[src/rtl/dma_ctrl_pkg.sv]
// Shared definitions for the DMA controller: widths, register offsets,
// CTRL/STATUS bit positions and the transfer FSM state encoding.
package dma_ctrl_pkg;

  localparam int unsigned ADDR_W = 16;
  localparam int unsigned DATA_W = 8;
  localparam int unsigned REG_W  = 3;

  // Slave register offsets within the 8-byte window
  localparam logic [REG_W-1:0] REG_SRCL   = 3'd0;
  localparam logic [REG_W-1:0] REG_SRCH   = 3'd1;
  localparam logic [REG_W-1:0] REG_DSTL   = 3'd2;
  localparam logic [REG_W-1:0] REG_DSTH   = 3'd3;
  localparam logic [REG_W-1:0] REG_LENL   = 3'd4;
  localparam logic [REG_W-1:0] REG_LENH   = 3'd5;
  localparam logic [REG_W-1:0] REG_CTRL   = 3'd6;
  localparam logic [REG_W-1:0] REG_STATUS = 3'd7;

  // CTRL bits
  localparam int unsigned CTRL_START   = 0;
  localparam int unsigned CTRL_IEN     = 1;
  localparam int unsigned CTRL_SRC_FIX = 2;
  localparam int unsigned CTRL_DST_FIX = 3;

  // STATUS bits
  localparam int unsigned STAT_DONE = 0;
  localparam int unsigned STAT_BUSY = 7;

  typedef enum logic [2:0] {
    S_IDLE = 3'd0,
    S_SYNC = 3'd1,
    S_RD   = 3'd2,
    S_HOLD = 3'd3,
    S_WR   = 3'd4
  } state_e;

  // True for the states in which the DMA owns the system bus
  function automatic logic owns_bus(input state_e s);
    return (s == S_RD) || (s == S_HOLD) || (s == S_WR);
  endfunction

endpackage

[src/rtl/dma_ctrl_if.sv]
// Bus bundle for the DMA controller.
//   Slave window : addr, dbw, we (CPU -> DMA), dbr (DMA -> CPU)
//   CPU control  : cpu_rdy, irq
//   Master bus   : bus_own, m_addr, m_dbw, m_we (DMA -> system), m_dbr (system -> DMA)
// modport slave is the DMA side; modport master is the system/CPU side.
interface dma_ctrl_if;
  import dma_ctrl_pkg::*;

  logic [DATA_W-1:0] dbr;
  logic [DATA_W-1:0] dbw;
  logic [REG_W-1:0]  addr;
  logic              we;
  logic              cpu_rdy;
  logic              bus_own;
  logic [ADDR_W-1:0] m_addr;
  logic [DATA_W-1:0] m_dbw;
  logic              m_we;
  logic [DATA_W-1:0] m_dbr;
  logic              irq;

  modport slave (
    input  dbw, addr, we, m_dbr,
    output dbr, cpu_rdy, bus_own, m_addr, m_dbw, m_we, irq
  );

  modport master (
    output dbw, addr, we, m_dbr,
    input  dbr, cpu_rdy, bus_own, m_addr, m_dbw, m_we, irq
  );

endinterface

[src/rtl/dma_ctrl.sv]
// dma_ctrl: memory-to-memory DMA engine and bus arbiter.
// The CPU programs SRC/DST/LEN/CTRL through the slave window; a start
// stalls the CPU, copies LEN bytes (3 cycles each: RD, HOLD, WR) and then
// releases the bus and raises done (and irq when enabled).
// Ports:
//   clk  - system clock
//   rst  - asynchronous active-high reset
//   bus  - dma_ctrl_if.slave (slave window, cpu_rdy, irq, master bus)
module dma_ctrl
  import dma_ctrl_pkg::*;
(
  input  logic       clk,
  input  logic       rst,
  dma_ctrl_if.slave  bus
);

  state_e            state_q, state_d;
  logic [ADDR_W-1:0] src_q, src_d;
  logic [ADDR_W-1:0] dst_q, dst_d;
  logic [ADDR_W-1:0] len_q, len_d;
  logic              ien_q, ien_d;
  logic              src_fix_q, src_fix_d;
  logic              dst_fix_q, dst_fix_d;
  logic              done_q, done_d;
  logic [DATA_W-1:0] dbr_q, dbr_d;
  logic [ADDR_W-1:0] m_addr_q, m_addr_d;
  logic [DATA_W-1:0] m_dbw_q, m_dbw_d;
  logic              m_we_q, m_we_d;
  logic              bus_own_q, bus_own_d;
  logic              cpu_rdy_q, cpu_rdy_d;
  logic              busy_c;

  assign busy_c = (state_q != S_IDLE);

  // State and register file
  always_ff @(posedge clk or posedge rst) begin
    if (rst) begin
      state_q   <= S_IDLE;
      src_q     <= '0;
      dst_q     <= '0;
      len_q     <= '0;
      ien_q     <= 1'b0;
      src_fix_q <= 1'b0;
      dst_fix_q <= 1'b0;
      done_q    <= 1'b0;
      dbr_q     <= '0;
      m_addr_q  <= '0;
      m_dbw_q   <= '0;
      m_we_q    <= 1'b0;
      bus_own_q <= 1'b0;
      cpu_rdy_q <= 1'b1;
    end else begin
      state_q   <= state_d;
      src_q     <= src_d;
      dst_q     <= dst_d;
      len_q     <= len_d;
      ien_q     <= ien_d;
      src_fix_q <= src_fix_d;
      dst_fix_q <= dst_fix_d;
      done_q    <= done_d;
      dbr_q     <= dbr_d;
      m_addr_q  <= m_addr_d;
      m_dbw_q   <= m_dbw_d;
      m_we_q    <= m_we_d;
      bus_own_q <= bus_own_d;
      cpu_rdy_q <= cpu_rdy_d;
    end
  end

  // Next state, register updates and next-cycle bus outputs
  always_comb begin
    state_d   = state_q;
    src_d     = src_q;
    dst_d     = dst_q;
    len_d     = len_q;
    ien_d     = ien_q;
    src_fix_d = src_fix_q;
    dst_fix_d = dst_fix_q;
    done_d    = done_q;
    m_dbw_d   = m_dbw_q;
    m_addr_d  = m_addr_q;

    unique case (state_q)
      S_IDLE: begin
        if (bus.we) begin
          case (bus.addr)
            REG_SRCL: src_d[7:0]  = bus.dbw;
            REG_SRCH: src_d[15:8] = bus.dbw;
            REG_DSTL: dst_d[7:0]  = bus.dbw;
            REG_DSTH: dst_d[15:8] = bus.dbw;
            REG_LENL: len_d[7:0]  = bus.dbw;
            REG_LENH: len_d[15:8] = bus.dbw;
            REG_CTRL: begin
              ien_d     = bus.dbw[CTRL_IEN];
              src_fix_d = bus.dbw[CTRL_SRC_FIX];
              dst_fix_d = bus.dbw[CTRL_DST_FIX];
              if (bus.dbw[CTRL_START]) begin
                // A zero-length start completes at once without touching the bus
                if (len_q != '0) begin
                  done_d  = 1'b0;
                  state_d = S_SYNC;
                end else begin
                  done_d  = 1'b1;
                end
              end
            end
            default: done_d = 1'b0;   // STATUS write clears done
          endcase
        end
      end
      S_SYNC: state_d = S_RD;
      S_RD:   state_d = S_HOLD;
      S_HOLD: begin
        // Read data is valid one cycle after the address was presented
        m_dbw_d = bus.m_dbr;
        state_d = S_WR;
      end
      S_WR: begin
        src_d = src_fix_q ? src_q : ADDR_W'(src_q + ADDR_W'(1));
        dst_d = dst_fix_q ? dst_q : ADDR_W'(dst_q + ADDR_W'(1));
        len_d = ADDR_W'(len_q - ADDR_W'(1));
        if (len_q == ADDR_W'(1)) begin
          done_d  = 1'b1;
          state_d = S_IDLE;
        end else begin
          state_d = S_RD;
        end
      end
      default: state_d = S_IDLE;
    endcase

    // Outputs are registered, so derive them from the state being entered
    cpu_rdy_d = (state_d == S_IDLE);
    bus_own_d = owns_bus(state_d);
    m_we_d    = (state_d == S_WR);
    if ((state_d == S_RD) || (state_d == S_HOLD)) begin
      m_addr_d = src_d;
    end else if (state_d == S_WR) begin
      m_addr_d = dst_d;
    end
  end

  // Slave read mux, registered to line up with the registered chip select
  always_comb begin
    dbr_d = '0;
    case (bus.addr)
      REG_SRCL: dbr_d = src_q[7:0];
      REG_SRCH: dbr_d = src_q[15:8];
      REG_DSTL: dbr_d = dst_q[7:0];
      REG_DSTH: dbr_d = dst_q[15:8];
      REG_LENL: dbr_d = len_q[7:0];
      REG_LENH: dbr_d = len_q[15:8];
      REG_CTRL: begin
        dbr_d[CTRL_IEN]     = ien_q;
        dbr_d[CTRL_SRC_FIX] = src_fix_q;
        dbr_d[CTRL_DST_FIX] = dst_fix_q;
      end
      default: begin
        dbr_d[STAT_BUSY] = busy_c;
        dbr_d[STAT_DONE] = done_q;
      end
    endcase
  end

  assign bus.dbr     = dbr_q;
  assign bus.cpu_rdy = cpu_rdy_q;
  assign bus.bus_own = bus_own_q;
  assign bus.m_addr  = m_addr_q;
  assign bus.m_dbw   = m_dbw_q;
  assign bus.m_we    = m_we_q;
  assign bus.irq     = done_q & ien_q;

endmodule
[src/flat_wrapper.sv]
// flat-port wrapper written by rule: the top's interface ports become plain ports
module dma_ctrl_flat import dma_ctrl_pkg::*;
  (clk, rst, bus_dbw, bus_addr, bus_we, bus_m_dbr, bus_dbr, bus_cpu_rdy, bus_bus_own, bus_m_addr, bus_m_dbw, bus_m_we, bus_irq);
  dma_ctrl_if bus_i ();
  input  logic clk;
  input  logic rst;
  input wire logic [$bits(bus_i.dbw)-1:0] bus_dbw;
  input wire logic [$bits(bus_i.addr)-1:0] bus_addr;
  input wire logic [$bits(bus_i.we)-1:0] bus_we;
  input wire logic [$bits(bus_i.m_dbr)-1:0] bus_m_dbr;
  output wire logic [$bits(bus_i.dbr)-1:0] bus_dbr;
  output wire logic [$bits(bus_i.cpu_rdy)-1:0] bus_cpu_rdy;
  output wire logic [$bits(bus_i.bus_own)-1:0] bus_bus_own;
  output wire logic [$bits(bus_i.m_addr)-1:0] bus_m_addr;
  output wire logic [$bits(bus_i.m_dbw)-1:0] bus_m_dbw;
  output wire logic [$bits(bus_i.m_we)-1:0] bus_m_we;
  output wire logic [$bits(bus_i.irq)-1:0] bus_irq;
  assign bus_i.dbw = bus_dbw;
  assign bus_i.addr = bus_addr;
  assign bus_i.we = bus_we;
  assign bus_i.m_dbr = bus_m_dbr;
  assign bus_dbr = bus_i.dbr;
  assign bus_cpu_rdy = bus_i.cpu_rdy;
  assign bus_bus_own = bus_i.bus_own;
  assign bus_m_addr = bus_i.m_addr;
  assign bus_m_dbw = bus_i.m_dbw;
  assign bus_m_we = bus_i.m_we;
  assign bus_irq = bus_i.irq;
  dma_ctrl u_core (.clk(clk), .rst(rst), .bus(bus_i));
endmodule
[config.mk]
export PLATFORM = sky130hd
export DESIGN_NAME = dma_ctrl_flat
export DESIGN_NICKNAME = d
export VERILOG_FILES = /design/src/rtl/dma_ctrl_pkg.sv /design/src/rtl/dma_ctrl_if.sv /design/src/rtl/dma_ctrl.sv /design/src/flat_wrapper.sv
export SDC_FILE = /design/constraint.sdc
export NUM_CORES = 1
export LEC_CHECK = 0
export ABC_CLOCK_PERIOD_IN_PS = 3580
export CELL_PAD_IN_SITES_DETAIL_PLACEMENT = 0
export CELL_PAD_IN_SITES_GLOBAL_PLACEMENT = 1
export CORE_ASPECT_RATIO = 1.25
export CORE_MARGIN = 2
export CORE_UTILIZATION = 44
export DETAILED_ROUTE_END_ITERATION = 8
export GPL_ROUTABILITY_DRIVEN = 0
export PLACE_DENSITY = 0.77
export SLEW_MARGIN = 20
export SYNTH_ARGS = -nofsm -noshare
export SYNTH_HDL_FRONTEND = slang
export SYNTH_SLANG_ARGS = --single-unit
[constraint.sdc]
create_clock -name clk -period 3.58 [get_ports clk]
set_input_delay 0.895 -clock clk [delete_from_list [all_inputs] [get_ports clk]]
set_output_delay 0.895 -clock clk [all_outputs]
set_load 0.02 [all_outputs]
* Word-level counts from Yosys, hierarchy flattened
Index checks and enable logic that the tools add are counted.
Storage, ports and cells: register bits after elaboration 90, input port bits 22, word-level logic and storage cells 85
Operators by class: add/sub/neg operators 3, equality and inequality tests 20, multiplexer cells 32, bitwise operators 1, reductions and logical operators 14
Operators with widths (count):
- $mux 16 | 7
- $pmux 16 s2 | 3
- $mux 8 | 6
- $add 16x1->16 const B | 2
- $pmux 3 s7 | 1
- $eq 3x2->1 const B | 6
- $pmux 3 s6 | 1
- $eq 16x1->1 const B | 1
- $reduce_bool 16->1 | 1
- $sub 16x1->16 const B | 1
- $eq 3x3->1 const B | 5
- $pmux 3 s5 | 1
- $pmux 1 s7 | 2
- $mux 3 | 4
- $logic_not 3->1 | 3
- $reduce_and 3->1 | 3
- $ne 2x2->1 const B | 4
- $eq 3x1->1 const B | 2
- $reduce_or 6->1 | 1
- $reduce_and 5->1 | 1
- $mux 1 | 4
- $pmux 1 s2 | 2
- $reduce_bool 2->1 | 2
- $ne 3x3->1 const B | 1
- other kinds (5) | 6

* Depth between registers and ports, before layout
Gate-level depths: netlist of the first run.
depth in word-level cells 9, mapped depth 10, gate-level depth less buffers 9

* Worst setup path after synthesis of the first run
OpenSTA, ideal clock, no wires.
path type in2reg, start in bus_addr[2], end reg u_core.m_addr_q[1], in the netlist u_core.bus.m_addr[1], data arrival time 2326 ps, required time 3457 ps, setup slack 1132 ps, stages 7, cells stage by stage clkbuf_1 -> or4b_1 -> clkbuf_1 -> mux2i_1 -> nand2_1 -> a22o_1 -> o221a_2
Between the ends: elaborated cells between the ends (all ways) 19, classes of those cells 5 x eq/ne; 11 x mux; 3 x reduce/logical
RTL lines:
- from (decl) | line flat_wrapper.sv:8 | input wire logic [$bits(bus_i.addr)-1:0] bus_addr;
- $logic_not 3->1 | line dma_ctrl.sv:86 | case (bus.addr)
- $mux 8 | line dma_ctrl.sv:86
- $mux 16 | line dma_ctrl.sv:85 | if (bus.we) begin
- $pmux 16 s2 | line dma_ctrl.sv:83 | unique case (state_q)
- named net u_core.src_d[1] | line dma_ctrl.sv:18 | logic [ADDR_W-1:0] src_q, src_d;
- $mux 16 | line dma_ctrl.sv:136 | if ((state_d == S_RD) || (state_d == S_HOLD)) begin
- to (signal assigned) | line dma_ctrl.sv:62 | m_addr_q <= m_addr_d;
- to (decl) | line dma_ctrl.sv:26 | logic [ADDR_W-1:0] m_addr_q, m_addr_d;
The timed path passes the listed nets, and every way through them passes these cells. The select of a mux whose other input is x is not followed. A chain may end at the register's enable or synchronous reset.

* Worst setup path after layout of the first run
start in bus_addr[1], end reg u_core.m_addr_q[14], in the netlist u_core.bus.m_addr[14]
Between the ends: elaborated cells between the ends (all ways) 19, classes of those cells 6 x eq/ne; 11 x mux; 2 x reduce/logical
RTL lines (line):
- $eq 3x1->1 | dma_ctrl.sv:86
- $mux 8 | dma_ctrl.sv:86
- $mux 16 | dma_ctrl.sv:85
- $pmux 16 s2 | dma_ctrl.sv:83
- named net u_core.src_d[14] | dma_ctrl.sv:18
- $mux 16 | dma_ctrl.sv:136
The timed path passes the listed nets, and every way through them passes these cells. The select of a mux whose other input is x is not followed.

==> out/qor.yml, run 1 <==
hold_path:
  min_from: "u_core.bus.m_dbw[5]"
  hold_class: "flip-flop to flip-flop"
  whs_endpoint: "u_core.bus.m_dbw[5]"
  min_path_cells: 2
cells_and_area:
  nets: 711
  area_delta_synth_final_pct: 17.90
  drive_above_1_share_pct: 10.74
  finish.utilization_pct: 53.00
  layout_common_cells: "dfrtp_1, nand2_1, clkdlybuf4s50_1"
  final_common_cell: "dfrtp_1"
  diodes: 0
detailed_routing:
  drt-met1-wl_um: 7861
  routed_wl_um: 19430
  top_layer_used: "met4"
  postRouteAntennaNets: 0
  vias: 5501
  dr_wl_met3_um: 1345
  wl_met2_um: 9324
  vias_per_cell: 6.419
  drtIter0Drc: 481
  post-route-drc-count: 0
  wl_per_cell_um: 22.67
  drt_first_pass_iters: 5
clocking:
  tritoncts: "done"
  cts_resized: 0
  insertion_delay_ns: 0.35
  clk_pin_slew_ns: 0.06
  cts_setup_buffers: 0
  clock-sinks: 90
  cts_buffers: 9
  htreeDepth: 3
  cts_root_buffer: "clkbuf_16"
  cts_hold_buf: 0
  clockBufferDepth: 2
worst_setup_path:
  critical_path_class: "primary input to flip-flop"
  worstPathMaxFanout: 13
  reg2reg_setup_slack_ns: 1.18
  cp.depth: 6
  critPathLaunchType: "primary input"
  rr_worst_depth: 7
  worst_path_max_delay_cell: "clkdlybuf4s50_1"
  worstPathCellList: "clkdlybuf4s50_1 > nand4bb_1 > and3_1 > a221oi_1 > o21ai_0 > a21o_1"
  r2r_start: "u_core.state_q[2]"
  crit_buf_inv: 1
  required_ns: 3.83
  cp.arrival_ns: 3.07
  end_kind: "flip-flop"
  max_stage_delay_ns: 0.64
  critical_path.top_delay_family: "simple AND/OR/NAND/NOR gates"
  timing.rr.end: "u_core.len_q[13]"
timing:
  finalMaxSlewViolations: 0
  hold_ws_ns: 0.4811
  clock.fmax_ghz: 0.3541
  fin_crit_sh_pct: 78.89
  worst_pin_slew_ns: 1.064
  finalCriticalPeriod_ns: 2.824
  rsz0062_at_grt: "false"
  fin_tns_setup_ns: 0
  fin_ws_ns: 0.7559
  finalSetupViolations: 0
  timing_hold_violations_final: 0
  slew_headroom_pct: 28.41
  finClkSkew_ns: 0.006336
floorplan:
  die_area_mm2: 0.01393
  core_area_mm2: 0.01272
  start_util_pct: 44.95
  core.rowCount: 46
  die_x_um: 106.0
  die_y_um: 131.5
  num_io_pins: 58
pwr:
  max-vdd-ir-drop_uv: 508.1
  p_leak_nw: 2.707
  power_density_mw_per_mm2: 872.5
  power_mw: 5.882
global_routing:
  grt_pass1_vias: 5151
  grtUsageTotal_pct: 28.18
  gr-total-overflow: 0
  grt_start_max_net_pins: 51
  grt_pass1_wl_um: 30150
  antenna_found_initial: 0
logic_synthesis:
  ys_dominant_reg_cell: "dfrtp_1"
  synth_nets: 685
  synth_edf_count: 0
  synth_area_mm2: 0.005718
  async_flop_share_pct: 100.0
  syn_avg_cell_area_um2: 8.690
  netlist_instances: 658
  ys_seq_area_share_pct: 39.41
  ys_ff_latch: 90
  yosysUniqueCellTypes: 76
  yosys_warnings: 0
run:
  drv_cap: 0
status:
  status: "finished clean"
place:
  hpwl_um: 13360
  io_buffers: 57
  place_ws_ns: 0.4330
-- where the power goes --
part	internal, mW	leakage [nW]	switching [mW]
sequential	1.45	1.10	0.700
combinational	1.18	1.44	1.45
clock	0.673	0.166	0.425
total	3.30	2.71	2.58
-- layer usage --
metal | up-vias | GRT usage [%]
met5 | - | 0
met3 | 52 | 4.365
met4 | 0 | 14.11
met1 | 2655 | 36.51
li1 | 2501 | -
met2 | 293 | 45.59
-- cell families after synthesis --
| kind of cell | count (synthesis) | synth area share [%] |
|---|---|---|
| simple gates | 255 | 23.35 |
| compound gates | 201 | 23.90 |
| flops | 90 | 39.41 |
| buf+inv | 76 | 5.667 |
| mux | 30 | 6.433 |
| fa+ha+maj | 5 | 1.094 |
| xor+xnor | 1 | 0.1532 |
-- sequential cells by signal, indices dropped and copies added (netlist names) --
signal	flops
u_core.bus.bus_own	1
u_core.bus.cpu_rdy	1
u_core.bus.dbr	8
u_core.bus.m_addr	16
u_core.bus.m_dbw	8
u_core.bus.m_we	1
u_core.done_q	1
u_core.dst_fix_q	1
u_core.dst_q	16
u_core.ien_q	1
u_core.len_q	16
u_core.src_fix_q	1
u_core.src_q	16
u_core.state_q	3
-- metrics by stage --
step / instance area, um^2 / std cells
final: 6741 / 857
after floorplan: 5718 / 658
after detailed placement: 6402 / 841
after CTS: 6741 / 857
after global placement: 6402 / 841
after global routing: 6741 / 857
-- worst min-delay path: cells and delay by family, from the launching register on --
| kind | cells | cell delay, ns |
|---|---|---|
| DFF | 1 | 0.35 |
| and+or+nand+nor | 2 | 0.10 |
-- how the worst max path moves through the flow --
stage	from	endpoint	slack, ns
after global placement	bus_addr[0]	u_core.len_q[0]	0.48
after detailed placement	bus_addr[1]	u_core.bus.m_addr[14]	0.43
after floorplan	rst	u_core.bus.bus_own	0.35
final	bus_addr[1]	u_core.bus.m_addr[14]	0.76
after global routing	bus_addr[0]	u_core.bus.m_addr[12]	0.52
after CTS	bus_addr[1]	u_core.bus.m_addr[14]	0.80
-- synthesized netlist by cell type, drive strengths merged, types with 4 or more instances --
library cell	number	area, um^2
and3	12	75.07
nor3	17	90.09
a21oi	47	235.2
nand2	76	285.3
nand4	12	75.07
mux2i	12	120.1
nand2b	6	37.54
mux2	14	157.7
or3	6	37.54
and4b	5	50.05
o21a	12	90.09
o21ai	42	210.2
o22a	18	158.9
inv	13	48.80
nand3	19	95.09
a22oi	8	60.06
o22ai	13	81.33
and4	7	61.31
a21o	4	30.03
a211o	5	43.79
a31oi	7	43.79
o221a	6	67.56
o221ai	4	35.03
nor4	16	121.4
buf	18	103.9
nor2b	7	43.79
dfrtp	89	2227
o211ai	5	37.54
mux4	4	90.09
nor2	54	202.7
clkbuf	45	171.4
ha	5	62.56
-- cell type report --
class,count,area [um^2]
fill,1217,5978
clock buffer,13,270.3
inverter,13,50.05
multi-input combinational,492,3148
tap,168,210.2
timing repair buffer,78,740.7
sequential,90,2253
clock inverter,3,68.82
(Power assumes the default switching activity.)
==> run 2: changes to the inputs <==
--- a/config.mk
+++ b/config.mk
@@ -5,15 +5,15 @@
 export SDC_FILE = /design/constraint.sdc
 export NUM_CORES = 1
 export LEC_CHECK = 0
-export ABC_CLOCK_PERIOD_IN_PS = 3580
+export ABC_CLOCK_PERIOD_IN_PS = 2350
 export CELL_PAD_IN_SITES_DETAIL_PLACEMENT = 0
 export CELL_PAD_IN_SITES_GLOBAL_PLACEMENT = 1
 export CORE_ASPECT_RATIO = 1.25
 export CORE_MARGIN = 2
-export CORE_UTILIZATION = 44
+export CORE_UTILIZATION = 40
 export DETAILED_ROUTE_END_ITERATION = 8
 export GPL_ROUTABILITY_DRIVEN = 0
-export PLACE_DENSITY = 0.77
+export PLACE_DENSITY = 0.73
 export SLEW_MARGIN = 20
 export SYNTH_ARGS = -nofsm -noshare
 export SYNTH_HDL_FRONTEND = slang
==> constraint.sdc (replaced) <==
create_clock -name clk -period 2.35 [get_ports clk]
set_input_delay 0.5875 -clock clk [delete_from_list [all_inputs] [get_ports clk]]
set_output_delay 0.5875 -clock clk [all_outputs]
set_load 0.02 [all_outputs]
==> out/qor.yml, run 2 (synthesis gave the netlist of run 1 again) <==
pwr:
  power_density_mw_per_mm2: 1283  # +47%
  power_mw: 9.132  # +55%
  max-vdd-ir-drop_uv: 705.4  # +39%
  p_leak_nw: 2.927  # +8.2%
floorplan:
  core_area_mm2: 0.01387  # +9.1%
  start_util_pct: 41.22  # -3.7 points
  core.rowCount: 48  # +4.3%
  die_area_mm2: 0.01527  # +9.7%
  die_x_um: 110.9  # +4.7%
  num_io_pins: 58  # unchanged
  die_y_um: 137.7  # +4.7%
detailed_routing:
  postRouteAntennaNets: 0  # unchanged
  vias: 5757  # +4.7%
  wl_per_cell_um: 22.07  # -2.7%
  routed_wl_um: 20190  # +3.9%
  vias_per_cell: 6.292  # -2.0%
  post-route-drc-count: 0  # unchanged
  drt_first_pass_iters: 5  # unchanged
  drtIter0Drc: 661  # +37%
cells_and_area:
  design_area_mm2: 0.007116  # +5.5%
  fill_cells: 1328  # +9.1%
  final_common_cell: "dfrtp_1"
  diodes: 0  # unchanged
  area_delta_synth_final_pct: 24.44
  nets: 762  # +7.2%
  drive_above_1_share_pct: 17.16  # +6.4 points
  fin_cells: 915  # +6.8%
  layout_common_cells: "dfrtp_1, nand2_1, buf_4"
worst_setup_path:
  critPathLaunchType: "primary input"
  worstPathMaxFanout: 6  # -7
  cp.arrival_ns: 2.57  # -0.50 ns
  critical_path_class: "primary input to flip-flop"
  end_kind: "flip-flop"
  required_ns: 2.65  # -1.18 ns
clocking:
  cts_resized: 0  # unchanged
  cts_root_buffer: "clkbuf_16"
  cts_hold_buf: 0  # unchanged
  clockBufferDepth: 2  # unchanged
  htreeDepth: 3  # unchanged
  tritoncts: "done"
  insertion_delay_ns: 0.36  # about the same
  clock-sinks: 90  # unchanged
  cts_setup_buffers: 0  # unchanged
  clk_pin_slew_ns: 0.07  # about the same
  cts_buffers: 9  # unchanged
place:
  io_buffers: 57  # unchanged
  hpwl_um: 14840  # +11%
  placed_cell_area_mm2: 0.006809  # +6.4%
  placed_cells: 899  # +6.9%
timing:
  fin_tns_setup_ns: 0  # unchanged
  hold_ws_ns: 0.4727  # -0.008344 ns
  worst_pin_slew_ns: 0.5383  # -0.5258 ns
  rsz0062_at_grt: "false"
  slew_headroom_pct: 64.12  # +36 points
  finalSetupViolations: 0  # unchanged
  timing_hold_violations_final: 0  # unchanged
  finClkSkew_ns: 0.005561  # -0.0007752 ns
  finalMaxSlewViolations: 0  # unchanged
  fin_crit_sh_pct: 96.69
  finalCriticalPeriod_ns: 2.272
  clock.fmax_ghz: 0.4401
status:
  status: "finished clean"
global_routing:
  grtUsageTotal_pct: 26.99  # -1.2 points
  antenna_found_initial: 0  # unchanged
  grt_pass1_vias: 5531  # +7.4%
  gr-total-overflow: 0  # unchanged
  grt_pass1_wl_um: 31560  # +4.7%
  grt_start_max_net_pins: 91  # +78%
run:
  drv_cap: 0  # unchanged
hold_path:
  hold_class: "flip-flop to flip-flop"
## run 2: cell types whose count changed in the layout (fill, tap and decap cells not counted)
cell	previous run	this run
or3_1	6	5
nor4_1	14	13
buf_12	1	2
or3_4	0	1
bufinv_16	2	1
nor4_2	1	2
buf_4	20	70
clkinvlp_4	0	4
clkbuf_8	3	0
## run 2: power breakdown
| group | total, mW | internal, mW | switching [mW] |
|---|---|---|---|
| Combinational | 4.52 | 2.08 | 2.45 |
| Clock | 1.48 | 0.827 | 0.655 |
| Sequential | 3.13 | 2.21 | 0.912 |
| Total | 9.13 | 5.12 | 4.01 |
## run 2: per-layer routing
metal / GRT usage [%] / vias to the layer above / wire, um
li1: - / 2606 / -
met1: 32.20 / 2820 / 7987
met2: 45.47 / 265 / 9736
met3: 4.399 / 66 / 1254
met4: 17.64 / 0 / 1213
met5: 0 / - / 0
## run 2: path summary, 6_finish.rpt
path / slack [ns] / endpoint / cells past startpoint / startpoint
min in group asynchronous: 0.70 / u_core.bus.m_addr[5] / 3 / rst
worst min-delay path: 0.47 / u_core.bus.m_dbw[1] / 2 / u_core.bus.m_dbw[1]
max in group asynchronous: 1.21 / u_core.src_q[13] / 3 / rst
worst max register to register: 0.16 / u_core.len_q[12] / 5 / u_core.len_q[5]
worst min register to register: 0.47 / u_core.bus.m_dbw[1] / 2 / u_core.bus.m_dbw[1]
worst max-delay path: 0.08 / u_core.bus.m_addr[7] / 8 / bus_addr[1]
## run 2: cell type report
type	count	area [um^2]	share of cell area, %
repair buffers	129	1136	15.97
multi-input cells	492	3159	44.40
clock inverters	6	66.31	0.9320
flip-flops and latches	90	2253	31.67
clock buffers	10	229.0	3.218
well taps	175	219.0	3.077
inverters	13	52.55	0.7385
## run 2: metrics by stage
step	util (%)	setup slack, ns
after global routing	51.29	0.00002043
final	51.29	0.07778
after detailed placement	49.08	-0.2735
after CTS	51.21	0.03584
after global placement	49.08	-0.2139
after floorplan	-	0.2094
## run 2: critical path, stage by stage
cell             delay (ns)
clkdlybuf4s50_1        0.49
buf_4                  0.17
nor4b_2                0.45
buf_4                  0.22
and3_1                 0.15
a21oi_1                0.04
o211ai_1               0.28
a21o_1                 0.17
